### src/rtl/peb_flg_gather.sv
// peb_flg_gather: gathers BEATS words per PEB lane, in ascending lane order, into one registered upstream stream.
module peb_flg_gather #(
  parameter int PEB = 16,
  parameter int DW = 32,
  parameter int BEATS = 14,
  localparam int IW = (PEB > 1) ? $clog2(PEB) : 1,
  localparam int BW = (BEATS > 1) ? $clog2(BEATS) : 1
) (
  input  logic              clk,
  input  logic              rst,
  input  logic              start,
  input  logic [PEB-1:0]    peb_val,
  input  logic [PEB*DW-1:0] peb_dat,
  output logic [PEB-1:0]    peb_rdy,
  output logic              out_val,
  output logic [DW-1:0]     out_dat,
  output logic [IW-1:0]     out_idx,
  input  logic              out_rdy,
  output logic              busy,
  output logic              frame_done
);
  typedef enum logic [1:0] {IDLE, RUN, DRAIN} state_t;
  state_t        state_q;
  logic [BW-1:0] beat_q, beat_d;
  logic [IW-1:0] lane_q, lane_d, out_idx_q;
  logic [DW-1:0] out_dat_q, sel_dat;
  logic          out_val_q, done_q;
  logic          run, slot_free, acc, leave, last_beat, last_lane;
  assign run       = state_q == RUN;
  assign slot_free = ~out_val_q | out_rdy;
  assign acc       = run & peb_val[lane_q] & slot_free;
  assign leave     = out_val_q & out_rdy;
  assign last_beat = beat_q == BW'(BEATS - 1);
  assign last_lane = lane_q == IW'(PEB - 1);
  assign beat_d    = last_beat ? '0 : beat_q + 1'b1;
  assign lane_d    = !last_beat ? lane_q : last_lane ? '0 : lane_q + 1'b1;
  // only the selected lane is muxed out, so unselected lanes never reach the register
  assign sel_dat   = peb_dat[lane_q*DW +: DW];
  assign peb_rdy   = (run & slot_free) ? PEB'(1) << lane_q : '0;
  always_ff @(posedge clk or posedge rst) begin
    if (rst) begin
      state_q   <= IDLE;
      beat_q    <= '0;
      lane_q    <= '0;
      out_val_q <= 1'b0;
      out_dat_q <= '0;
      out_idx_q <= '0;
      done_q    <= 1'b0;
    end else begin
      done_q <= 1'b0;
      if (acc) begin
        out_val_q <= 1'b1;
        out_dat_q <= sel_dat;
        out_idx_q <= lane_q;
        beat_q    <= beat_d;
        lane_q    <= lane_d;
      end else if (leave) begin
        out_val_q <= 1'b0;
      end
      case (state_q)
        IDLE:    if (start) state_q <= RUN;
        RUN:     if (acc && last_beat && last_lane) state_q <= DRAIN;
        DRAIN:   if (leave) begin
          done_q  <= 1'b1;
          state_q <= IDLE;
        end
        default: state_q <= IDLE;
      endcase
    end
  end
  assign out_val    = out_val_q;
  assign out_dat    = out_dat_q;
  assign out_idx    = out_idx_q;
  assign busy       = state_q != IDLE;
  assign frame_done = done_q;
endmodule
### config.mk
export PLATFORM = sky130hd
export DESIGN_NAME = peb_flg_gather
export DESIGN_NICKNAME = d
export VERILOG_FILES = /design/src/rtl/peb_flg_gather.sv
export SDC_FILE = /design/constraint.sdc
export NUM_CORES = 1
export LEC_CHECK = 0
export ABC_CLOCK_PERIOD_IN_PS = 6530
export BUFFER_PORTS_ARGS = -buffer_cell sky130_fd_sc_hd__buf_4
export CAP_MARGIN = 20
export CORE_AREA = 10 10 222 224
export DETAILED_ROUTE_END_ITERATION = 10
export DIE_AREA = 0 0 232 234
export GPL_TIMING_DRIVEN = 0
export PLACE_DENSITY = 0.42
export SLEW_MARGIN = 20
export SYNTH_ARGS = -nofsm -noshare
export SYNTH_HDL_FRONTEND = slang
export SYNTH_SLANG_ARGS = --single-unit
### constraint.sdc
create_clock -name clk -period 6.53 [get_ports clk]
set_clock_uncertainty 0.1 [all_clocks]
set_input_delay 0.653 -clock clk [delete_from_list [all_inputs] [get_ports clk]]
set_output_delay 0.653 -clock clk [all_outputs]
set_load 0.05 [all_outputs]
==> results of run 1 <==
## path summary, 6_finish.rpt
path | start | to | slack, ns | cells after the start
worst max-delay path | lane_q[1] | peb_rdy[8] | 3.20 | 7
worst min-delay path | rst | out_dat[10] | 0.22 | 2
worst max register to register | lane_q[2] | out_dat[30] | 3.58 | 8
worst min register to register | state_q[1] | state_q[0] | 0.38 | 1
max in group asynchronous | rst | out_dat[19] | 5.61 | 3
min in group clk | state_q[1] | state_q[0] | 0.38 | 1
## per-stage QoR
stage          std cells  utilization [%]
4_1_cts             1644             25.4
3_5_place_dp        1636             25.1
6_report            1644             25.4
2_1_floorplan        449                -
3_3_place_gp        1635             25.0
5_1_grt             1644             25.4
## flip-flops by register name, summed over array words and instances (netlist names)
register / count
out_dat: 32
beat_q: 4
lane_q: 4
out_idx: 4
state_q: 2
frame_done: 1
out_val: 1
## layer usage
metal	vias up	wire length [um]	global-route usage, %
met5	-	32	0
li1	3106	-	-
met4	4	537	2.27
met3	28	3740	4.73
met1	3647	19400	20.3
met2	356	24000	28.8
## power by group through the flow
| stage | clock [uW] | sequential (uW) | combinational [uW] |
|---|---|---|---|
| after CTS | 300 | 526 | 2540 |
| after detailed placement | 0 | 530 | 2530 |
| after floorplan | 0 | 890 | 1260 |
| after global routing | 312 | 546 | 2640 |
| final | 281 | 523 | 2480 |
| after global placement | 0 | 525 | 2530 |
## area by class of cell
type / instances / area share (%)
clock buffers: 5 / 1.10
repair buffers: 587 / 38.7
plain buffers: 51 / 2.69
multi-input cells: 346 / 40.1
well taps: 600 / 6.58
clock inverters: 3 / 0.164
inverters: 4 / 0.154
flip-flops and latches: 48 / 10.5
## worst register-to-register path: stages (launching register included)
cell and delay [ns]:
dfrtp_1 0.34, buf_2 0.29, buf_2 0.38, inv_1 0.24, nand2_1 0.40, clkbuf_1 0.60, o22ai_1 0.16, nor2_1 0.21
mux2_4 0.18
## layout by cell type (no fill, tap or decap), drive strengths merged, types with 5 or more instances in the layout
master  count
clkbuf     29
nand2       8
ha          6
o22ai      66
mux2       41
nor2       38
and3       15
buf       614
mux4      129
nor2b       5
dfrtp      48
## cell families (layout without fill, tap and decap cells)
logic type | after synthesis | in the layout
flip-flops | 48 | 48
AND/OR/NAND/NOR | 85 | 85
adder cells (fa/ha/maj) | 6 | 6
multiplexers | 174 | 174
AO/OA/AOI/OAI | 81 | 81
buffers and inverters | 55 | 650
==> run summary, run 1 <==
Status = finished clean
Wire per inst = 29.1 um
DPL Wire Length = 41,200 um
Count of unique library cells instantiated by Yosys = 40
DR iter-0 viols = 282
Placement Setup Slack = 3.35 ns
GPL Wtd Cong = 0.851
FMAX = 300 MHz
Post-Synth XOR/XNOR Area = 0%
Internal power = 1760 uW
Complex-gate fraction of the synthesized area = 8.95%
Final number of hold-violating endpoints = 0
Vias = 7,141
Clock Root Buffer = clkbuf_16
Via density = 4.34
Power density over cell area = 287 nW/um2
Post-route design area = 11,400 um2
Filler Cells Inserted = 4,846
Tcrit/Tclk final = 51.0%
Tmin final = 3.33 ns
Cells after Synth = 449
Clock Path Buffers = 2
Area of the multi-input gates = 4570 um2
Area Growth Syn to Fin = 87.3%
Placed Area = 11,300 um2
Crit-path max FO = 10
YS warnings = 0
CTS Buf Count = 5
CTS clk-pin slew, worst paths = 0.07 ns
VDD IR-drop max = 109 uV
Post-synth top flop = dfrtp_1
Worst-Margin Slew = 1.03 ns
Worst Setup Start Kind = flop
Leak = 0.00507 uW
Die height = 234 um
Critical-path cell list = buf_4 > buf_2 > buf_2 > inv_1 > ha_1 > and3_1 > buf_4
Crit. End Element = output port
Simple-gate share of the synthesized area = 7.08%
Post-CTS resize count = 0
Clock power frac = 8.6%
Largest family of logic cells by synthesized area = multiplexers
Post-synthesis mux area share = 57.8%
Post-synthesis adder-cell area fraction = 1.23%
Pre-antenna DRT Iters = 6
Post-CTS setup buffer count = 0
CTS tree = done
CP delay by family, top = buffers and inverters
Final Setup Violations = 0
Setup ws final = 3.20 ns
Mapped cell area = 6090 um2
Synth top area share = 47.7%
Mean area per synthesized cell = 13.6 um2
First-pass GRT wire length = 63,500 um
Setup_tns = 0 ns
All-Layer GR Usage = 16.5%
Synth top cells by count = mux4_2, o22ai_1, dfrtp_1
Sink Count = 48
Number of H-tree levels = 2
Core ar. = 44,900 um2
Number of synthesized flops with an enable pin = 0
Post-Route WL = 47,800 um
Largest net degree at the start of global routing = 29
DRC violations left = 0
Area contributors post-synth = mux4_2, dfrtp_1, mux2_4
Worst path arrival time = 2.58 ns
Crit path kind = flop to output port
Initial Util = 13.6%
Post-Syn Nets = 987
Die W = 232 um
Nets = 1,581
Hold Path Class = primary input to async pin
Combinational power share = 75.5%
Worst path max stage delay = 0.51 ns
Row cnt = 78
I/O Buffers = 586
Die area = 54,300 um2
Share of cells above drive strength 1 = 76.1%
Critical path required time = 5.78 ns
Maxcap violations = 0
Post-CTS Hold Buffers = 0
PnR Total Power = 3280 uW
Register area share after synthesis = 19.7%
Antenna cell count = 0
Unrepaired setup endpoints after global routing = no
Crit path buf inv count = 5
NetSw = 1520 uW
Max Transition Viols Final = 0
Initial antenna violation count = 3
Clk_lat worst skew = 0.30 ns
Max-slew headroom = 31.4%
Number of global-route vias before repair = 8,100
Grt total ovfl = 0
Seq pwr share = 16.0%
Most common cell in the netlist = mux4_2
Switching share of power = 46.3%
Register area = 1200 um2
Worst hold slack = 0.222 ns
Synth area leader = mux4_2
Ports = 587
Yosys reg bits = 48
Post-synthesis async set-or-reset flop share = 100%
CP max stage cell = dfrtp_1
Final ANT Viol Nets = 0
(Power assumes the default switching activity.)
==> inputs of run 2 (changes only) <==
ABC_CLOCK_PERIOD_IN_PS = 3000   (was 6530)
CORE_AREA = 10 10 220 222   (was 10 10 222 224)
DIE_AREA = 0 0 230 232   (was 0 0 232 234)
PLACE_DENSITY = 0.44   (was 0.42)
clock period = 3 ns   (was 6.53 ns; I/O delays follow)
==> run 2 against run 1 <==
Total power is 120% higher. Flip-flop and latch count stayed put. Worst hold slack worse by 0.035 ns. Highest routed layer unchanged.
==> run summary, run 2 (synthesis gave the netlist of run 1 again) <==
First-pass GRT wire length = 66,500 um (+4.6%)
Tmin final = 2.84 ns
Clk_lat worst skew = 0.31 ns (about the same)
Via density = 4.44 (+2.3%)
Number of H-tree levels = 2 (unchanged)
Maxcap violations = 0 (unchanged)
Met1 usage = 21.2% (+0.88 points)
Layout Utilization = 26.1% (+0.70 points)
Sink Count = 48 (unchanged)
Final Setup Violations = 0 (unchanged)
CP max stage cell = clkbuf_1
Switching share of power = 45.3% (-1.0 points)
Internal power = 4010 uW (+130%)
CTS Buf Count = 5 (unchanged)
Power density over cell area = 639 nW/um2 (+120%)
Final number of hold-violating endpoints = 0 (unchanged)
Area Growth Syn to Fin = 88.3%
Wire per inst = 30.2 um (+3.9%)
Combinational power share = 74.1% (-1.4 points)
Met2 Track Usage GR = 30.8% (+2.0 points)
Critical path required time = 3.09 ns (-2.69 ns)
Worst Setup SP = lane_q[1]
Ports = 587 (unchanged)
Setup ws final = 0.161 ns (-3.04 ns)
Worst-Margin Slew = 1.08 ns (+0.0473 ns)
Placed insts = 1,628 (-0.49%)
Die area = 53,400 um2 (-1.7%)
Placement Setup Slack = -0.143 ns (-3.50 ns)
Worst path arrival time = 2.93 ns (+0.35 ns)
Max Transition Viols Final = 0 (unchanged)
Post-Route WL = 49,400 um (+3.4%)
Die height = 232 um (-0.85%)
Worst path max stage delay = 0.82 ns (+0.31 ns)
Clock power frac = 10.5% (+1.9 points)
DRC violations left = 0 (unchanged)
Core ar. = 43,900 um2 (-2.1%)
Hold Path Class = primary input to flop
Number of global-route vias before repair = 8,161 (+0.75%)
NetSw = 3320 uW (+120%)
Crit path buf inv count = 2 (-3)
All-Layer GR Usage = 17.6% (+1.1 points)
DPL Wire Length = 42,900 um (+3.9%)
CP delay by family, top = buffers and inverters
Row cnt = 77 (-1.3%)
CTS clk-pin slew, worst paths = 0.08 ns (about the same)
Max-slew headroom = 28.2% (-3.2 points)
I/O Buffers = 586 (unchanged)
PnR Total Power = 7330 uW (+120%)
Tcrit/Tclk final = 94.6%
Worst Setup Start Kind = flop
Hold Path Origin = start
Grt met3 use = 5.11% (+0.38 points)
Post-CTS setup buffer count = 0 (unchanged)
Critical-path cell list = buf_4 > clkbuf_1 > mux4_2 > o22ai_1 > nor2_1 > mux2_4
Commonest non-fill, non-tap cell in the layout = buf_4
Most frequent cells in the layout = buf_4, mux4_2, o22ai_1
Pre-antenna DRT Iters = 5 (-1)
Crit-path max FO = 10 (unchanged)
Grt total ovfl = 0 (unchanged)
Nets = 1,581 (unchanged)
Clock Root Buffer = clkbuf_16
GPL Wtd Cong = 0.870 (+2.1%)
Post-Layout Cell Count = 1,637 (-0.43%)
GRT Max-Usage Layer = met2
Crit. End Element = flop
Status = finished clean
Worst hold slack = 0.187 ns (-0.0347 ns)
Share of cells above drive strength 1 = 76.6% (+0.55 points)
Leak = 0.00510 uW (+0.66%)
Initial antenna violation count = 10 (+7)
FMAX = 352 MHz
VDD IR-drop max = 376 uV (+240%)
Clock Path Buffers = 2 (unchanged)
Initial Util = 13.9% (+0.30 points)
R2r startpoint = lane_q[1]
Seq pwr share = 15.4% (-0.6 points)
Largest net degree at the start of global routing = 29 (unchanged)
DR iter-0 viols = 448 (+59%)
Unrepaired setup endpoints after global routing = no
Vias = 7,276 (+1.9%)
Max reg flops = 32 (unchanged)
Crit path kind = flop to flop
Final ANT Viol Nets = 0 (unchanged)
Die W = 230 um (-0.86%)
CTS tree = done
[run 2: changes by cell type in the layout (fill, tap and decap cells not counted), sizes merged]
cell and delta:
clkbuf +5, bufinv +2, clkinv -3, buf -6, dlygate4sd3 +1, diode +2
[run 2: routing by layer]
metal / vias to the layer above / wire [um]
li1: 3110 / -
met1: 3730 / 20100
met2: 388 / 24900
met3: 42 / 3770
met4: 6 / 576
met5: - / 49
[run 2: worst min-delay path, cell delays in order]
cell and delay, ns:
buf_4 0.11, nor2_1 0.09, a311oi_1 0.06
[run 2: layout make-up]
type                    count  area (um2)
repair buffers            588        4430
fillers                  4746       32500
clock buffers               5         125
well taps                 592         741
multi-input cells         346        4570
flip-flops and latches     48        1200
inverters                   4        17.5
diodes                      2        5.00
plain buffers              50         322
clock inverters             2        60.1
[run 2: timing repair]
action / in CTS / in global routing
endpoints found under the hold margin: 20 / 0
hold buffers: 1 / 0
gates resized for setup: 8 / 7
setup endpoints to repair: 39 / 14
[run 2: final timing paths]
path,end,depth (start not counted),slack [ns]
max,out_dat[29],6,0.16
min,state_q[0],3,0.19
max reg2reg,out_dat[29],6,0.16
min reg2reg,state_q[0],1,0.38
max in group asynchronous,lane_q[3],4,1.87
min in group asynchronous,out_dat[6],3,0.45
[run 2: power by group through the flow]
stage,clock network [uW],registers [uW],logic [uW]
detailed placement,0,1130,5510
finish,769,1130,5430
global placement,0,1120,5500
CTS,799,1130,5520
global route,818,1170,5740
floorplan,0,1940,2730
[run 2: through the flow]
step / setup TNS (ns) / area (um2)
after global placement: -2.26 / 11200
after detailed placement: -1.90 / 11300
final: 0 / 11500
after global routing: 0 / 11500
after floorplan: 0 / 6090
after CTS: 0 / 11500
==> inputs of run 3 (changes only) <==
--- a/config.mk
+++ b/config.mk
@@ -13,5 +13,6 @@
 export DIE_AREA = 0 0 230 232
+export GPL_ROUTABILITY_DRIVEN = 0
 export GPL_TIMING_DRIVEN = 0
 export PLACE_DENSITY = 0.44
-export SLEW_MARGIN = 20
+export SLEW_MARGIN = 25
 export SYNTH_ARGS = -nofsm -noshare
--- a/constraint.sdc
+++ b/constraint.sdc
@@ -4,2 +4,2 @@
 set_output_delay 0.3 -clock clk [all_outputs]
-set_load 0.05 [all_outputs]
+set_load 0.01 [all_outputs]
==> run 3 against run 2 <==
Cell area about the same. Sequential share of layout area about the same. Routed wire length decreased by 0.11%. Cell count increased by 0.18%. Critical path depth increased by 1. Die area unchanged. Largest cell class unchanged.
==> run summary, run 3 (synthesis gave the netlist of run 1 again) <==
Initial antenna violation count = 15 (+5)
Maxcap violations = 0 (unchanged)
CTS tree = done
Largest net degree at the start of global routing = 30 (+3.4%)
First-pass GRT wire length = 66,300 um (-0.22%)
Commonest non-fill, non-tap cell in the layout = buf_4
Unrepaired setup endpoints after global routing = no
Critical path required time = 2.60 ns (-0.49 ns)
FMAX = 353 MHz (+0.17%)
Max-slew headroom = 28.5% (+0.24 points)
Number of global-route vias before repair = 8,281 (+1.5%)
Clock Path Buffers = 2 (unchanged)
Via density = 4.51 (+1.4%)
Post-Layout Cell Count = 1,640 (+0.18%)
Crit path buf inv count = 5 (+3)
Number of H-tree levels = 2 (unchanged)
Grt total ovfl = 0 (unchanged)
Tmin final = 2.83 ns (-0.00478 ns)
Crit. End Element = output port
Critical-path cell list = buf_4 > buf_4 > clkbuf_4 > inv_1 > ha_1 > and3_1 > buf_4
Wire per inst = 30.1 um (-0.29%)
Tcrit/Tclk final = 94.5% (-0.16 points)
Crit-path max FO = 10 (unchanged)
Worst path arrival time = 2.43 ns (-0.50 ns)
Worst hold slack = 0.175 ns (-0.0116 ns)
CP delay by family, top = buffers and inverters
Hold Path Class = primary input to flop
Worst path max stage delay = 0.53 ns (-0.29 ns)
All-Layer GR Usage = 17.5% (-0.10 points)
VDD IR-drop max = 211 uV (-44%)
Vias = 7,391 (+1.6%)
Placed Area = 11,300 um2 (unchanged)
Critical path's most frequent cell = buf_4
Worst Setup Start Kind = flop
Die W = 230 um (unchanged)
Share of cells above drive strength 1 = 76.6% (unchanged)
Max reg flops = 32 (unchanged)
Initial Util = 13.9% (unchanged)
Row cnt = 77 (unchanged)
R2r startpoint = lane_q[2]
Reg-to-reg endpoint = out_dat[5]
Ports = 587 (unchanged)
Placed insts = 1,628 (unchanged)
Sink Count = 48 (unchanged)
Hold Crit Depth = 3 (unchanged)
Final ANT Viol Nets = 0 (unchanged)
Most frequent cells in the layout = buf_4, mux4_2, o22ai_1
Hold Path Origin = start
Hold endpoint = state_q[0]
Power density over cell area = 565 nW/um2 (-11%)
Area Growth Syn to Fin = 88.5% (about the same)
DRC violations left = 0 (unchanged)
Clk_lat worst skew = 0.31 ns (about the same)
Reg2reg setup slack = 0.19 ns (+0.03 ns)
Crit path kind = flop to output port
Worst-Margin Slew = 1.07 ns (-0.00356 ns)
CTS Buf Count = 5 (unchanged)
DPL Wire Length = 42,800 um (about the same)
R2r worst-path depth = 7 (+1)
CTS clk-pin slew, worst paths = 0.08 ns (about the same)
Core ar. = 43,900 um2 (unchanged)
CP max stage cell = dfrtp_1
I/O Buffers = 586 (unchanged)
Final Setup Violations = 0 (unchanged)
Die height = 232 um (unchanged)
Status = finished clean
Nets = 1,581 (unchanged)
Pre-antenna DRT Iters = 4 (-1)
Post-route design area = 11,500 um2 (about the same)
DR iter-0 viols = 453 (+1.1%)
Clock Root Buffer = clkbuf_16
Final number of hold-violating endpoints = 0 (unchanged)
Post-Route WL = 49,400 um (-0.11%)
Filler Cells Inserted = 4,767 (+0.44%)
Max Transition Viols Final = 0 (unchanged)
Leak = 0.00510 uW (about the same)
Die area = 53,400 um2 (unchanged)
## run 3: cell count changes in the layout (fill, tap and decap cells not counted), sizes merged
cell           change
clkbuf             -4
diode              +3
buf                +3
clkdlybuf4s15      +1
## run 3: worst max-delay path by stage
stage | cells after the start | slack (ns) | to | start
floorplan | 7 | 0.86 | out_dat[0] | lane_q[0]
global placement | 8 | -0.13 | out_dat[7] | lane_q[2]
detailed placement | 8 | -0.12 | out_dat[7] | lane_q[2]
CTS | 7 | 0.01 | out_dat[1] | lane_q[2]
global route | 7 | 0.008 | out_dat[5] | lane_q[2]
finish | 7 | 0.17 | peb_rdy[4] | lane_q[1]
## run 3: power by group
group	switching, uW	internal, uW
combinational	2010	2590
sequential	187	927
clock	302	475
total	2500	3990
## run 3: cell type report
class	instances	area, um2	share of cell area (%)
clock buffer	5	125	1.09
clock inverter	2	60.1	0.523
inverter	4	17.5	0.153
sequential	48	1200	10.5
tap	592	741	6.45
multi-input combinational	346	4580	39.9
antenna	5	12.5	0.109
buffer	50	322	2.80
timing repair buffer	588	4430	38.6
## run 3: metal layers
metal | global-route usage [%] | wire (um)
met1 | 21.2 | 20000
met2 | 29.8 | 24500
met4 | 4.21 | 907
met5 | 0 | 47
met3 | 5.28 | 3920
## run 3: metrics by stage
step	total power, uW	TNS, ns	util, %	worst slack, ns
2_1_floorplan	3890	0	-	0.863
3_3_place_gp	5810	-1.17	25.6	-0.129
3_5_place_dp	5830	-1.37	25.6	-0.124
4_1_cts	6650	0	26.1	0.0124
5_1_grt	6910	0	26.1	0.00765
6_report	6490	0	26.1	0.166
## run 3: worst register-to-register path, delay by kind of cell, from the launching register on
family	cells	cell delay [ns]
buf+inv	3	1.19
simple gates	2	0.42
mux	1	0.26
compound gates	1	0.36
flops	1	0.35
## run 3: repair_timing
item | 4_1_cts | 5_1_grt
endpoints found under the hold margin | 19 | 0
buffers inserted | 0 | 0
gates cloned | 0 | 0
setup endpoints to repair | 34 | 20
hold buffers | 1 | 0
resized for setup | 7 | 5
